--- src/rtl/uart_rx_ctrl.sv ---
// uart_rx_ctrl: receive-side control for an 8N1, LSB-first UART.
// An external bit timer supplies shift_strobe at each data-bit centre and
// packet_done inside the stop bit. This block synchronises the line, detects
// start edges, shifts in data and manages the ready and error flags.
//
// Ports:
//   clk           - system clock, rising edge
//   n_Rst         - asynchronous active-low reset
//   serial_in     - asynchronous UART line, idle high
//   shift_strobe  - pulse at each data-bit centre (8 per frame)
//   packet_done   - pulse while the line is inside the stop bit
//   data_read     - consumer acknowledge pulse, clears data_ready
//   enable_timer  - run enable to the bit timer (decoded from state)
//   rx_data       - last accepted byte
//   data_ready    - rx_data holds an unread byte
//   framing_error - last frame had a stop bit of 0 (sticky)
//   overrun_error - an unread byte was overwritten (sticky)
module uart_rx_ctrl #(
   parameter int unsigned SYNC_STAGES = 2
) (
   input  logic       clk,
   input  logic       n_Rst,
   input  logic       serial_in,
   input  logic       shift_strobe,
   input  logic       packet_done,
   input  logic       data_read,
   output logic       enable_timer,
   output logic [7:0] rx_data,
   output logic       data_ready,
   output logic       framing_error,
   output logic       overrun_error
);

   localparam logic [1:0] IDLE     = 2'd0;
   localparam logic [1:0] RECEIVE  = 2'd1;
   localparam logic [1:0] ERR_WAIT = 2'd2;

   logic [SYNC_STAGES-1:0] r_sync;
   logic                   r_sin_prev;
   logic [1:0]             r_state;
   logic [7:0]             r_shift;
   logic [7:0]             r_rx_data;
   logic                   r_data_ready;
   logic                   r_framing_error;
   logic                   r_overrun_error;

   logic       w_sin_s;
   logic       w_start;
   logic       w_load;
   logic       w_frame_err;
   logic [1:0] w_state_next;

   assign w_sin_s = r_sync[SYNC_STAGES-1];
   // Falling edge on the synchronised line; a held-low line never re-triggers.
   assign w_start = ~w_sin_s & r_sin_prev;

   assign w_load      = (r_state == RECEIVE) & packet_done & w_sin_s;
   assign w_frame_err = (r_state == RECEIVE) & packet_done & ~w_sin_s;

   always_comb begin
      w_state_next = r_state;
      case (r_state)
         IDLE: begin
            if (w_start) w_state_next = RECEIVE;
         end
         RECEIVE: begin
            if (packet_done) w_state_next = w_sin_s ? IDLE : ERR_WAIT;
         end
         ERR_WAIT: begin
            if (w_sin_s) w_state_next = IDLE;
         end
         default: w_state_next = IDLE;
      endcase
   end

   // Sync chain and previous sample reset high so reset looks like an idle line.
   always_ff @(posedge clk or negedge n_Rst) begin
      if (!n_Rst) begin
         r_sync     <= '1;
         r_sin_prev <= 1'b1;
      end else begin
         r_sync     <= {r_sync[SYNC_STAGES-2:0], serial_in};
         r_sin_prev <= w_sin_s;
      end
   end

   always_ff @(posedge clk or negedge n_Rst) begin
      if (!n_Rst) begin
         r_state <= IDLE;
         r_shift <= 8'hFF;
      end else begin
         r_state <= w_state_next;
         // LSB arrives first, so after 8 right shifts it lands in bit 0.
         if ((r_state == RECEIVE) && shift_strobe) begin
            r_shift <= {w_sin_s, r_shift[7:1]};
         end
      end
   end

   always_ff @(posedge clk or negedge n_Rst) begin
      if (!n_Rst) begin
         r_rx_data       <= 8'h00;
         r_data_ready    <= 1'b0;
         r_framing_error <= 1'b0;
         r_overrun_error <= 1'b0;
      end else begin
         if (w_load) begin
            r_rx_data    <= r_shift;
            r_data_ready <= 1'b1;
            // A simultaneous read consumed the old byte, so nothing was lost.
            if (r_data_ready && !data_read) r_overrun_error <= 1'b1;
         end else if (data_read) begin
            r_data_ready    <= 1'b0;
            r_overrun_error <= 1'b0;
         end

         if ((r_state == IDLE) && w_start) begin
            r_framing_error <= 1'b0;
         end else if (w_frame_err) begin
            r_framing_error <= 1'b1;
         end
      end
   end

   assign enable_timer  = (r_state == RECEIVE);
   assign rx_data       = r_rx_data;
   assign data_ready    = r_data_ready;
   assign framing_error = r_framing_error;
   assign overrun_error = r_overrun_error;

endmodule

--- config.mk ---
export PLATFORM = sky130hd
export DESIGN_NAME = uart_rx_ctrl
export DESIGN_NICKNAME = d
export VERILOG_FILES = /design/src/rtl/uart_rx_ctrl.sv
export SDC_FILE = /design/constraint.sdc
export NUM_CORES = 1
export LEC_CHECK = 0
export ABC_CLOCK_PERIOD_IN_PS = 1310
export BUFFER_PORTS_ARGS = -buffer_cell sky130_fd_sc_hd__buf_2
export CAP_MARGIN = 20
export CORE_AREA = 3 3 47 53
export DETAILED_ROUTE_END_ITERATION = 10
export DIE_AREA = 0 0 50 56
export PLACE_DENSITY = 0.7
export SLEW_MARGIN = 30
export SYNTH_ARGS = -nofsm -noshare
export SYNTH_HDL_FRONTEND = slang
export SYNTH_SLANG_ARGS = --single-unit
export TNS_END_PERCENT = 5
--- constraint.sdc ---
create_clock -name clk -period 1.31 [get_ports clk]
set_clock_uncertainty 0.15 [all_clocks]
set_input_delay 0.0655 -clock clk [delete_from_list [all_inputs] [get_ports clk]]
set_output_delay 0.0655 -clock clk [all_outputs]
set_load 0.01 [all_outputs]
==> results by group <==
Floorplan
  – Core Rows: 17
  – Die H: 56 um
  – Core area: 0.00202 sq mm
  – Die width: 50 um
  – Initial Util: 0.460
  – Die area: 0.00280 sq mm
  – I/O Pins: 18

Timing
  – Crit share post-route: 1.02
  – Max Freq: between 700 and 800 MHz
  – RSZ-0062 raised after global routing: true
  – Setup violators final: 13
  – Slew @ Worst Pin: 0.498 ns
  – Final hold vios: 0
  – Final slew viol count: 0
  – Final min period: 1.34 ns
  – Final WS setup: -0.0273 ns
  – Rel. slew slack: 0.668
  – Fin Setup TNS: -0.206 ns

Global route
  – Global-route total usage across every layer: 0.123
  – Vias in the first global route: 590
  – First-pass GRT wire length: 2550 um
  – Antenna violations before repair: 0
  – Pin count of the biggest net entering global routing: 25
  – Total gr overflow: 0

Cells and area
  – Final #Nets: 98
  – Layout cells sized above 1: 0.637
  – Finished Core Util: 0.575
  – Post-route cell area: 0.00116 sq mm
  – Filler instances: 174
  – Antenna Diode Count: 0
  – Fin cells: 119
  – Synthesis-to-finish area growth: 25.0%

Worst setup path
  – Startpoint Class: register
  – FF-to-FF path depth: 3
  – Slowest cell on crit path: dfrtp_1
  – CP peak stage delay: about 0.42 ns
  – Crit path kind: register to register
  – Critical path arrival: between 1 and 1.5 ns
  – Crit. End Element: register
  – Worst Path Required: 1.36 ns
  – Crit-path cells: nor2b_4 > nand3_2 > mux2_2
  – Flop-to-flop setup slack: -0.03 ns
  – Crit Path Max Fanout: 5
  – FF-to-FF End: rx_data[7]
  – Worst r2r src: r_state[1]

CTS
  – Clock sink total: 24
  – Clock transition at the registers of the reported paths: 0.12 ns
  – CTS H-tree depth: 1
  – CTS root buf: clkbuf_4
  – CTS buffer count: 3
  – TritonCTS clock tree: done
  – CTS max path bufs: 2
  – Worst-Skew Late Latency: 0.30 ns

Power and ir drop
  – Flop pwr share: 0.583
  – Pwr Total: 2.05 mW
  – Switch Pwr: 0.555 mW
  – Power density cells: 1760 mW/mm^2
  – Combinational fraction of design power: 0.263
  – Clk pwr share: 0.154
  – VDD IR max: 0.855 mV
  – Pint: approximately 1.5 mW
  – Leakage: between 0.5 and 0.6 nW
  – Net switching fraction of the power: 0.271

Run status
  – Failing checks: setup timing
  – Status: finished with violations

Yosys
  – Seq/Total Area, Yosys: 0.661
  – Synth warn: 0
  – Area of the mapped netlist: just over 900 sq um
  – Flops & latches, synth: 24
  – Synth cell types: 18
  – Syn Inst Count: 60
  – Syn Area/Cell: approximately 15 sq um
  – Synth Net Count: 66

Placement
  – I/O Buffers: 17
  – Routability cong.: 0.679
  – Hpwl dp: 999 um
  – Post-DP Area: 0.00107 sq mm
  – Inst Count DP: 108

Drt
  – DR vias: 568
  – Via density: 4.77
  – DRT Pass-1 Iters: 3
  – Routed WL per cell: 12.6 um
  – Total wire length: 1500 um
  – Initial drt markers: 2
  – DRC: 0
  – Final ANT Viol Nets: 0

Hold path
  – Hold endpoint: r_shift[6]
  – Worst Hold Class: input port to register
  – Worst Hold Launch: shift_strobe
  – WHS Path Cells: 3

Flow run
  – Max-Cap Viols: 0
## power by group through the flow
stage                     logic [mW]  clock network (mW)  registers [mW]
after floorplan                0.281                   0            1.24
after global placement         0.512                   0            1.20
after detailed placement       0.529                   0            1.21
after CTS                      0.547               0.338            1.20
after global routing           0.598               0.367            1.23
final                          0.539               0.315            1.19
## stage by stage
stage | setup slack, ns | hold slack, ns
finish | -0.0273 | 0.0788
global route | -0.0745 | 0.0854
CTS | -0.0173 | 0.0847
detailed placement | -0.0259 | -0.0832
global placement | -0.000659 | -0.0897
floorplan | -0.0571 | -0.380
## how the worst max path moves through the flow
stage,startpoint,end,slack (ns),cells past startpoint
2_1_floorplan,r_state[0],rx_data[0],-0.06,4
3_3_place_gp,r_state[1],rx_data[6],-0.0007,3
3_5_place_dp,r_state[1],rx_data[4],-0.03,3
4_1_cts,r_state[0],r_shift[3],-0.02,3
5_1_grt,r_state[1],rx_data[5],-0.07,3
6_report,r_state[1],rx_data[7],-0.03,3
## critical path, delay by kind of cell, from the launching register on
family	cells	cell delay (ns)
multiplexers	1	0.29
flip-flops	1	0.42
AND/OR/NAND/NOR	2	0.37
## cell usage after synthesis
cell | instances | area (sq um)
dfrtp_1 | 13 | 325
a21oi_1 | 2 | 10.0
nor2_1 | 4 | 15.0
inv_1 | 2 | 7.51
dfstp_2 | 11 | 289
o22ai_1 | 1 | 6.26
o21ai_0 | 1 | 5.00
nand2_1 | 1 | 3.75
a22o_1 | 1 | 8.76
a41oi_1 | 1 | 8.76
nand3_4 | 1 | 17.5
buf_6 | 1 | 11.3
mux2_2 | 16 | 180
nand2_2 | 1 | 6.26
nor2b_1 | 1 | 6.26
and2b_1 | 1 | 7.51
nor2b_4 | 1 | 13.8
a21o_1 | 1 | 7.51
## logic make-up (layout without fill, tap and decap cells)
family,after synthesis,after routing,synth area share
compound gates,7,7,0.0498
buf+inv,3,33,0.0202
flops,24,24,0.661
mux,16,16,0.194
simple gates,10,11,0.0754
## layout by cell type, fill, tap and decap left out, drive strengths merged
master and count:
dlygate4sd3 4, mux2 16, clkbuf 4, and2b 1, dfstp 11, nand3 2, o21ai 1, buf 23
nor2b 2, a21oi 2, nand2 2, dfrtp 13, nor2 4, o22ai 1, a22o 1, a21o 1
a41oi 1, inv 2
## registers in the layout, indices dropped and copies added (netlist names)
register / flops
rx_data: 8
r_sin_prev: 1
r_sync: 2
data_ready: 1
r_shift: 8
framing_error: 1
overrun_error: 1
r_state: 2
## per-layer routing
| metal | track usage | share of wire | vias up |
|---|---|---|---|
| li1 | - | - | 271 |
| met1 | 0.141 | 0.46 | 279 |
| met2 | 0.192 | 0.47 | 14 |
| met3 | 0.0241 | 0.035 | 4 |
| met4 | 0.107 | 0.031 | 0 |
| met5 | 0 | 0 | - |
## layout make-up
type | instances | area (sq um) | area share
multi-input cells | 34 | 309 | 0.266
inverters | 2 | 7.51 | 0.00646
repair buffers | 27 | 170 | 0.146
clock buffers | 4 | 26.3 | 0.0226
flip-flops and latches | 24 | 614 | 0.529
well taps | 28 | 35.0 | 0.0301
## timing repair
| action | 4_1_cts | 5_1_grt |
|---|---|---|
| setup buffers | 2 | 0 |
| endpoints found under the hold margin | 29 | 0 |
| setup endpoints to repair | 19 | 19 |
| resized for setup | 0 | 1 |
| cloned | 0 | 1 |
| pin swaps | 1 | 1 |
| hold buffers | 4 | 0 |
Note: power is estimated with default switching activity, not from simulation.
